## src/rtl/if_pkg.sv

```systemverilog
// Shared definitions for the RV32I instruction-fetch stage: run-state encodings,
// the canonical NOP and the default reset PC.
package if_pkg;

  typedef enum logic [1:0] {
    ST_IDLE = 2'b00,
    ST_RUN  = 2'b01,
    ST_HALT = 2'b10
  } run_state_e;

  // addi x0, x0, 0
  localparam logic [31:0] NOP_INST         = 32'h0000_0013;
  localparam logic [31:0] DEFAULT_RESET_PC = 32'h0000_0000;

endpackage

```

## src/rtl/if_hold_buf.sv

```systemverilog
// One-entry hold buffer that absorbs load-use stalls, plus the ID output mux
// selecting between the held instruction and fresh instruction-memory data.
module if_hold_buf
  import if_pkg::*;
(
  input  logic        clk,
  input  logic        rst_n,
  input  logic        i_stall_ld,
  input  logic        i_jmp_do,
  input  logic        i_kill,
  input  logic        i_rdata_valid,
  input  logic [31:0] i_imem_rdata,
  input  logic [29:0] i_pc_dly,
  output logic [31:0] o_inst_id,
  output logic [29:0] o_pc_id,
  output logic        o_inst_valid_id
);

  logic        r_hold_valid;
  logic [31:0] r_hold_inst;
  logic [29:0] r_hold_pc;
  logic        w_valid;
  logic        w_capture;

  assign w_valid         = (r_hold_valid | i_rdata_valid) & ~i_kill;
  assign o_inst_valid_id = w_valid;
  assign o_pc_id         = r_hold_valid ? r_hold_pc : i_pc_dly;
  assign o_inst_id       = !w_valid     ? NOP_INST
                         : r_hold_valid ? r_hold_inst
                         :                i_imem_rdata;

  // Only a live in-path instruction is worth parking; a killed slot is refetched anyway.
  assign w_capture = i_stall_ld & ~r_hold_valid & w_valid;

  // NOTE: sequential state uses non-blocking assignments so every register
  // samples pre-edge values regardless of statement order.
  always_ff @(posedge clk or negedge rst_n) begin
    if (!rst_n) begin
      r_hold_valid <= 1'b0;
      r_hold_inst  <= NOP_INST;
      r_hold_pc    <= '0;
    end else begin
      if (i_jmp_do || !i_stall_ld) begin
        r_hold_valid <= 1'b0;
      end else if (w_capture) begin
        r_hold_valid <= 1'b1;
      end
      if (w_capture) begin
        r_hold_inst <= o_inst_id;
        r_hold_pc   <= o_pc_id;
      end
    end
  end

endmodule

```

## src/rtl/if_fetch_stage.sv

```systemverilog
// Instruction-fetch stage: run/halt FSM, PC register, imem read address and
// redirect/purge handling. Optional misaligned-redirect flag: IF_MISALIGN_TRAP_EN.
module if_fetch_stage
  import if_pkg::*;
#(
  parameter logic [31:0] RESET_PC = DEFAULT_RESET_PC,
  parameter int          IMEM_AW  = 12
) (
  input  logic               clk,
  input  logic               rst_n,
  input  logic               cpu_start,
  input  logic               cpu_stop,
  input  logic               stall_ld,
  input  logic               jmp_do,
  input  logic [31:0]        jmp_adr,
  output logic [IMEM_AW-1:0] imem_radr,
  input  logic [31:0]        imem_rdata,
  output logic [31:0]        inst_id,
  output logic [29:0]        pc_id,
  output logic               inst_valid_id,
  output logic               jmp_purge_id,
`ifdef IF_MISALIGN_TRAP_EN
  output logic               inst_misalign_id,
`endif
  output logic [1:0]         run_state
);

  run_state_e  r_state;
  run_state_e  w_state_nxt;
  logic [29:0] r_pc_fetch;
  logic [29:0] r_pc_dly;
  logic        r_rdata_valid;
  logic        r_purge;
  logic        w_run;
  logic        w_kill;

  assign w_run     = (r_state == ST_RUN);
  assign run_state = r_state;
  assign imem_radr = r_pc_fetch[IMEM_AW-1:0];

  always_ff @(posedge clk or negedge rst_n) begin
    if (!rst_n) r_state <= ST_IDLE;
    else        r_state <= w_state_nxt;
  end

  // NOTE: the default assignment up front keeps this block free of inferred latches.
  always_comb begin
    w_state_nxt = r_state;
    case (r_state)
      ST_IDLE: if (cpu_start)             w_state_nxt = ST_RUN;
      ST_RUN:  if (cpu_stop && !stall_ld) w_state_nxt = ST_HALT;
      ST_HALT: if (cpu_start)             w_state_nxt = ST_RUN;
      default:                            w_state_nxt = ST_IDLE;
    endcase
  end

  // pc_dly tracks the address whose data the synchronous imem returns next cycle.
  always_ff @(posedge clk or negedge rst_n) begin
    if (!rst_n) begin
      r_pc_fetch    <= RESET_PC[31:2];
      r_pc_dly      <= '0;
      r_rdata_valid <= 1'b0;
      r_purge       <= 1'b0;
    end else begin
      r_purge       <= jmp_do;
      r_rdata_valid <= w_run & ~stall_ld & ~jmp_do & ~cpu_stop;
      if (w_run) r_pc_dly <= r_pc_fetch;
      if (jmp_do) begin
        r_pc_fetch <= jmp_adr[31:2];
      end else if (w_run && !stall_ld && !cpu_stop) begin
        r_pc_fetch <= r_pc_fetch + 30'd1;
      end
    end
  end

`ifdef IF_MISALIGN_TRAP_EN
  logic r_misalign;

  always_ff @(posedge clk or negedge rst_n) begin
    if (!rst_n)      r_misalign <= 1'b0;
    else if (jmp_do) r_misalign <= |jmp_adr[1:0];
  end

  assign inst_misalign_id = r_misalign;
  assign w_kill           = jmp_do | r_purge | r_misalign;
`else
  logic w_unused_jmp_lsb;
  assign w_unused_jmp_lsb = ^jmp_adr[1:0];
  assign w_kill           = jmp_do | r_purge;
`endif

  assign jmp_purge_id = r_purge | jmp_do;

  if_hold_buf u_hold_buf (
    .clk             (clk),
    .rst_n           (rst_n),
    .i_stall_ld      (stall_ld),
    .i_jmp_do        (jmp_do),
    .i_kill          (w_kill),
    .i_rdata_valid   (r_rdata_valid),
    .i_imem_rdata    (imem_rdata),
    .i_pc_dly        (r_pc_dly),
    .o_inst_id       (inst_id),
    .o_pc_id         (pc_id),
    .o_inst_valid_id (inst_valid_id)
  );

endmodule

```

## config.mk

```make
export PLATFORM = sky130hd
export DESIGN_NAME = if_fetch_stage
export DESIGN_NICKNAME = d
export VERILOG_FILES = /design/src/rtl/if_pkg.sv /design/src/rtl/if_hold_buf.sv /design/src/rtl/if_fetch_stage.sv
export SDC_FILE = /design/constraint.sdc
export NUM_CORES = 1
export LEC_CHECK = 0
export ABC_AREA = 0
export CORE_AREA = 2 2 116 118
export DETAILED_ROUTE_END_ITERATION = 10
export DIE_AREA = 0 0 118 120
export GPL_TIMING_DRIVEN = 0
export PLACE_DENSITY = 0.88
export SETUP_SLACK_MARGIN = 0.4
export SLEW_MARGIN = 5
export SYNTH_ARGS = -nofsm -noshare
export SYNTH_HDL_FRONTEND = slang
export SYNTH_SLANG_ARGS = --single-unit
```

## constraint.sdc

```tcl
create_clock -name clk -period 2.8 [get_ports clk]
set_input_delay 0.42 -clock clk [delete_from_list [all_inputs] [get_ports clk]]
set_output_delay 0.42 -clock clk [all_outputs]
set_load 0.02 [all_outputs]
```

# == Yosys cells after proc, flatten, opt, wreduce, memory -nomap -nowiden ==
# Cells that the tools add are included.
# word_totals
regBits,127
in_bits,70
output_inout_bits,78
elab_cells,47
# op_classes
add_sub_neg,1
eq_ne,4
n_mux,10
bitwise,13
n_reduce_logical,11
# ops
operator,count
2-to-1 mux 30 bit,3
2-to-1 mux 32 bit,2
adder 30 x 1 -> 30 bit (second input constant),1
AND 1 bit,6
inverter 1 bit,5
2-to-1 mux 2 bit,2
inequality test 2 x 1 -> 1 bit (second input constant),2
case mux 2 bit (2 select lines),1
nonzero test 2 bit,2
logical AND 1 bit,3
equality test 2 x 1 -> 1 bit (second input constant),1
equality test 2 bit (second input constant),1
logical NOT 1 bit,2
logical NOT 2 bit,1
2-to-1 mux 1 bit,2
bitwise OR 1 bit,2
AND reduction 2 bit,1
OR reduction 2 bit,1
logical OR 1 bit,1

# == Longest topological paths before layout ==
# Gate-level depths: netlist of the first run.
# depth
ltp_word,6
mapped_depth,7
mapped_depth_nobuf,5

# == Cells and area by module ==
# Synthesis of the first run repeated with hierarchy kept, for this count alone.
# unflattened
hier_cells,581
area_unflattened_um2,6816.5
# modules_own_cells
module,instances,cells_per_inst,area_each_um2,seq_area_each_um2
if_hold_buf,1,283,3648.5,1580.3
if_fetch_stage,1,298,3168.0,1601.5

# == Least setup slack after synthesis of the first run ==
# No wires, ideal clock.
# synth_timing
kind,reg2reg
from,register r_state[1] (netlist: run_state[1])
to,register r_pc_fetch[16]
setup_ns,0.082
arrival_ns,2.438
t_required_ns,2.718
slack_ns,0.280
path_stages_with_launch,7
path_buffers,2
synth_period_minus_slack_ns,2.520
path_cell_list,dfrtp_1 > or4b_1 > buf_2 > or4_4 > buf_6 > or4_1 > a31oi_1
# synth_between
elab_chain_len,4
# synth_lines
element,line_no,source
start: declaration,if_fetch_stage.sv:28,run_state_e r_state;
start signal: assignment,if_fetch_stage.sv:43,else r_state <= w_state_nxt;
equality test 2 x 1 -> 1 bit,if_fetch_stage.sv:37,assign w_run = (r_state == ST_RUN);
logical AND 1 bit (2 in series),if_fetch_stage.sv:70,end else if (w_run && !stall_ld && !cpu_stop) begin
nonzero test 2 bit (no line),n/a,
end signal: assignment,if_fetch_stage.sv:60,r_pc_fetch <= RESET_PC[31:2];
end signal: assignment,if_fetch_stage.sv:69,r_pc_fetch <= jmp_adr[31:2];
end signal: assignment,if_fetch_stage.sv:71,r_pc_fetch <= r_pc_fetch + 30'd1;
end: declaration,if_fetch_stage.sv:30,logic [29:0] r_pc_fetch;
# Every way passes these cells.
# A chain may end at the register's enable or synchronous reset.

# == Worst setup path in the final report of the first run ==
# layout_timing
from,register r_state[1] (netlist: run_state[1])
to,register r_pc_fetch[25]
# The elaborated chain is that of the path after synthesis.

==> results_dict.tcl, run 1 <==
set metrics [dict create \
    cts.clk_slew.worst_paths_ns 0.06 \
    synthesis.nets 614 \
    viasPerCell 5.71 \
    final_cells 902 \
    post-route-drc-count 0 \
    crit_required_ns 3.13 \
    synth_warnings 0 \
    status "finished, final reports clean" \
    antenna_found_initial 0 \
    routed_wl_um 17100 \
    tightest_slew_ns 1.00 \
    vias 5152 \
    hold_path.class "input port to register" \
    synth.ff_latch_count 127 \
    timing.rr.start "run_state[1]" \
    leakagePower_nw 3.83 \
    grt_overflow 0 \
    dieArea_um2 14200 \
    startpoint "run_state[1]" \
    crit_arrival_ns 2.84 \
    seq_area_frac_synth_pct 50.5 \
    finalCriticalPeriod_ns 2.52 \
    dp_hpwl_um 11600 \
    routedWlPerCell_um 19.0 \
    area_growth_pct 42.3 \
    rsz0062_at_grt "yes" \
    finalHoldViolations 0 \
    synth_area_um2 6310 \
    endpoint "r_pc_fetch[25]" \
    grt_pass1_vias 5163 \
    seq_area_um2 3180 \
    setup_violations 0 \
    power_density_nw_per_um2 693 \
    dpl_cell_area_um2 8020 \
    final_nets 785 \
    ioPinCount 148 \
    synth_cell_types 42 \
    dp_slack_ns -0.493 \
    cts_buffers 17 \
    r2r_slack_ns 0.28 \
    core_area_um2 13000 \
    avgSynthCellArea_um2 11.6 \
    layout-drive-gt1-share_pct 30.9 \
    multiInputGateArea_um2 3110 \
    period_share_pct 89.9 \
    start_util_pct 48.6 \
    portBuffers 145 \
    synth_edf_count 0 \
    reg2reg_to "r_pc_fetch[25]" \
    fillCellCount 908 \
    fin_area_um2 8970 \
    synthArstFlopShare_pct 100 \
    max-cap-violations 0 \
    drt_iter0_drc 379 \
    ant_nets 0 \
    power_w 0.00622 \
    critPathMaxFanout 5 \
    reg2reg_depth 6 \
    antenna_cells 0 \
    criticalPathCategory "register to register" \
    cp-start-kind "register" \
    tns_ns 0 \
    row_count 42 \
    die_h_um 120 \
    cts.sinks 127 \
    gp_congestion 0.922 \
    grt_pass1_wl_um 26300 \
    grt_max_degree 89 \
    maxSlewHeadroom_pct 32.4 \
    first_pass_iters 9 \
    cts_tree "built" \
    fmax_mhz 397 \
    dp.cells 865 \
    ctsHtreeMaxLevel 4 \
    clockBufferDepth 2 \
    clock_latency_ns 0.41 \
    worstSetupEndpointType "register" \
    finalMaxSlewViolations 0 \
    grtUsageTotal_pct 23.5 \
    cts-root-buf "clkbuf_16" \
    ir_drop_v 0.000400 \
    fin_skew_ns 0.00812 \
    synthCells 543 \
    fp.dieW_um 118 \
    ys.flop_type "dfrtp_1" \
    setup_slack_ns 0.283 \
]
-- kinds of logic (layout without fill, tap and decap cells) --
family | count (synthesis) | after routing | share of synthesized area [%]
AO/OA/AOI/OAI | 53 | 53 | 5.40
XOR/XNOR | 8 | 8 | 1.11
adder cells (fa/ha/maj) | 1 | 1 | 0.198
buffers and inverters | 56 | 239 | 4.19
flip-flops | 127 | 127 | 50.5
multiplexers | 156 | 156 | 27.2
AND/OR/NAND/NOR | 142 | 142 | 11.4
-- where the power goes --
part / total (W) / switching (W) / internal (W)
logic: 0.00140 / 0.000651 / 0.000753
clock network: 0.00232 / 0.000787 / 0.00153
registers: 0.00250 / 0.000282 / 0.00221
-- per-stage QoR --
| stage | hold slack, ns | utilization, % |
|---|---|---|
| 6_report | 0.446 | 69.1 |
| 5_1_grt | 0.443 | 69.1 |
| 4_1_cts | 0.426 | 67.3 |
| 3_5_place_dp | 0.354 | 61.8 |
| 3_3_place_gp | 0.484 | 61.6 |
| 2_1_floorplan | 0.124 | - |
-- cell type report --
cell class	count	area share, %
sequential	127	35.5
multi-input combinational	360	34.6
timing repair buffer	152	16.5
clock buffer	21	5.13
buffer	45	3.57
tap	176	2.45
clock inverter	10	1.80
inverter	11	0.460
-- cells in the final DEF (no fill, tap or decap), drive strengths merged, types with 16 or more instances in the layout --
cell | synthesis | layout
mux2 | 123 | 123
nand2 | 25 | 25
buf | 19 | 32
or4 | 19 | 19
dlygate4sd2 | 0 | 54
nor2 | 52 | 52
a31oi | 16 | 16
dfrtp | 124 | 124
mux2i | 33 | 33
clkbuf | 26 | 43
clkdlybuf4s50 | 0 | 82
-- registers in the layout (all words and copies together), names as in the netlist --
register and cells:
u_hold_buf.r_hold_inst 32, r_pc_dly 30, r_purge 1, r_pc_fetch 30
u_hold_buf.r_hold_valid 1, run_state 2, u_hold_buf.r_hold_pc 30, r_rdata_valid 1
-- cell usage after synthesis (2+ instances only) --
cell type,instances,area share [%]
dfrtp_1,124,49
mux2_2,123,22
nor2_1,52,3.1
mux2i_1,33,5.2
clkbuf_1,26,1.5
nand2_1,25,1.5
or4_1,18,2.1
a31oi_1,16,1.6
nand3_1,15,1.2
buf_4,12,1.4
o31ai_1,12,1.4
inv_1,10,0.60
o21ai_0,10,0.79
nand4_1,9,0.89
xnor2_1,6,0.83
buf_1,5,0.30
nor3_1,5,0.40
o21ai_1,5,0.40
and4_1,3,0.42
dfstp_2,3,1.3
nor2b_1,3,0.30
nor4_1,3,0.30
nor4b_1,3,0.42
a21oi_1,2,0.16
o211ai_1,2,0.24
xor2_1,2,0.28
-- timing repair --
item                       in CTS  in global routing
gates resized for setup        97                 53
hold endpoints to repair       39                  0
buffers inserted                2                  1
setup endpoints to repair     144                 83
gates cloned                    1                  1
hold buffers                    1                  0
pin swaps                       5                 11
-- worst max-delay path: stages, from the launching register on --
cell and delay, ns:
dfrtp_2 0.41, or4b_4 0.49, buf_6 0.14, or4_4 0.55, buf_8 0.16, or4_4 0.48, a31oi_1 0.20
-- worst min path at each step --
stage,startpoint,to,slack (ns),cells after the start
after floorplan,rst_n,r_pc_dly[0],0.12,0
after global placement,u_hold_buf.r_hold_pc[27],u_hold_buf.r_hold_pc[27],0.48,1
after detailed placement,rst_n,r_pc_fetch[25],0.35,1
after CTS,jmp_do,r_purge,0.43,1
after global routing,jmp_do,r_purge,0.44,1
final,jmp_do,r_purge,0.45,1
-- metal layers --
layer | wire (µm) | vias to the layer above | GRT usage (%)
li1 | - | 2315 | -
met1 | 7060 | 2523 | 29.3
met2 | 8550 | 265 | 39.6
met3 | 1010 | 49 | 5.80
met4 | 526 | 0 | 9.26
met5 | 0 | - | 0
No activity file was read; power rests on OpenSTA's default activity.
==> inputs of run 2 (changes only) <==
CORE_AREA = 2 2 104 131   (was 2 2 116 118)
DIE_AREA = 0 0 106 133   (was 0 0 118 120)
==> run 2 against run 1 <==
Against the previous run: die area is 0.44% lower; utilization is 0.85 points lower; worst setup slack better by 0.022 ns; fmax is 0.88% higher; routed wire length is 1.3% lower; register-to-register slack better by 0.02 ns; count of clock-buffer cells in the layout is 3 higher; sequential share of layout area is 0.40 points higher; clock skew hardly changed; critical endpoint is now r_pc_fetch[9]; largest cell class unchanged.
==> results_dict.tcl, run 2 (synthesis gave the netlist of run 1 again) <==
set metrics [dict create \
    antenna_found_initial 0 \
    hold_path.class "input port to register" \
    finalCriticalPeriod_ns 2.49 \
    die_h_um 133 \
    layout_commonest_cell "mux2_2" \
    dp.cells 860 \
    fmax_mhz 401 \
    top_register "u_hold_buf.r_hold_inst" \
    final_nets 788 \
    clock_latency_ns 0.41 \
    grt_pass1_wl_um 27200 \
    ioPinCount 148 \
    gp_congestion 0.862 \
    maxSlewHeadroom_pct 17.3 \
    reg2reg_depth 6 \
    critPathMaxFanout 4 \
    met2_length_um 8920 \
    final_cells 901 \
    worstSetupEndpointType "register" \
    cp_slowest_stage_delay_ns 0.79 \
    max-cap-violations 0 \
    setup_violations 0 \
    grt_max_degree 78 \
    drt_iter0_drc 295 \
    ir_drop_v 0.000457 \
    cts_tree "built" \
    fin_skew_ns 0.00793 \
    viasPerCell 5.62 \
    crit_slowest_cell "nor4_1" \
    post-route-drc-count 0 \
    portBuffers 145 \
    core_area_um2 13000 \
    grt_overflow 0 \
    row_count 47 \
    r2r_slack_ns 0.31 \
    cts_buffers 17 \
    cp-start-kind "register" \
    dp_hpwl_um 11700 \
    routed_wl_um 16900 \
    vias 5067 \
    clkPwrFrac_pct 37.0 \
    criticalPathCategory "register to register" \
    routed-wl-met3_um 908 \
    timing.rr.start "run_state[1]" \
    routedWlPerCell_um 18.8 \
    top_layer "met4" \
    crit_required_ns 3.10 \
    cts-root-buf "clkbuf_16" \
    cts.sinks 127 \
    leakagePower_nw 3.79 \
    finalMaxSlewViolations 0 \
    seqPwrFrac_pct 40.5 \
    critical-path-top-delay-family "simple AND/OR/NAND/NOR gates" \
    tightest_slew_ns 1.22 \
    cts.clk_slew.worst_paths_ns 0.06 \
    fp.dieW_um 106 \
    start_util_pct 48.5 \
    final_cell_mix "mux2_2, dfrtp_1, clkdlybuf4s50_1, dlygate4sd2_1, nor2_1" \
    grtUsageTotal_pct 24.6 \
    reg2reg_to "r_pc_fetch[9]" \
    rsz0062_at_grt "yes" \
    grt_pass1_vias 5385 \
    finalHoldViolations 0 \
    dieArea_um2 14100 \
    ctsHtreeMaxLevel 4 \
    area_growth_pct 40.7 \
    hold_end "r_purge" \
    power_density_nw_per_um2 696 \
    layout-drive-gt1-share_pct 30.1 \
    antenna_cells 0 \
    crit_arrival_ns 2.79 \
    wl_met1_um 6580 \
    first_pass_iters 5 \
    clockBufferDepth 2 \
    comb_power_share_pct 22.6 \
    status "finished, final reports clean" \
    switching_share_pct 27.2 \
    cp_cell_sequence "or4b_4 > buf_6 > buf_4 > nor4_1 > a21oi_1 > a211o_1" \
    largest_register_ffs 32 \
    whs_path_depth 1 \
    ant_nets 0 \
    min_from "jmp_do" \
    p_sw_w 0.00168 \
    power_w 0.00617 \
    path_buf_inv 2 \
    internal_power_w 0.00449 \
    period_share_pct 89.1 \
]
## run 2: worst max path at each step
stage	startpoint	endpoint	cells after the start
after global placement	rst_n	run_state[0]	1
final	run_state[1]	r_pc_fetch[9]	6
after detailed placement	jmp_do	inst_id[21]	7
after CTS	run_state[1]	r_pc_fetch[25]	6
after global routing	run_state[1]	r_pc_fetch[21]	6
after floorplan	run_state[1]	r_pc_fetch[16]	6
## run 2: layout make-up
class,count,area [µm²]
buffer,45,315
sequential,127,3180
tap,171,214
inverter,11,41.3
clock buffer,24,472
multi-input combinational,360,3030
fill,940,4120
timing repair buffer,155,1480
clock inverter,8,140
## run 2: per-stage QoR
step | hold slack [ns] | area, µm² | setup WS (ns) | utilization [%] | TNS, ns
final | 0.462 | 8870 | 0.305 | 68.3 | 0
after global placement | 0.484 | 7990 | -3.87 | 61.4 | -446.94
after detailed placement | 0.389 | 8010 | -0.473 | 61.7 | -21.41
after floorplan | 0.124 | 6320 | 0.391 | - | 0
after global routing | 0.461 | 8870 | 0.265 | 68.3 | 0
after CTS | 0.421 | 8750 | 0.334 | 67.3 | 0
## run 2: per-layer routing
metal / track usage (%) / vias to the layer above
li1: - / 2307
met4: 9.21 / 0
met2: 44.3 / 211
met5: 0 / -
met3: 5.02 / 49
met1: 28.6 / 2500
## run 2: power groups by stage
stage	logic [W]	clock network (W)	registers [W]
after floorplan	0.000863	0	0.00242
after global placement	0.00140	0	0.00247
after detailed placement	0.00145	0	0.00251
after CTS	0.00138	0.00230	0.00249
after global routing	0.00149	0.00240	0.00255
final	0.00139	0.00228	0.00250
## run 2: timing repair
| action | CTS | global route |
|---|---|---|
| hold buffers | 1 | 0 |
| setup endpoints to repair | 144 | 47 |
| pin swaps | 7 | 10 |
| buffers inserted | 4 | 2 |
| gates cloned | 2 | 0 |
| resized for setup | 106 | 26 |
| hold endpoints to repair | 47 | 0 |
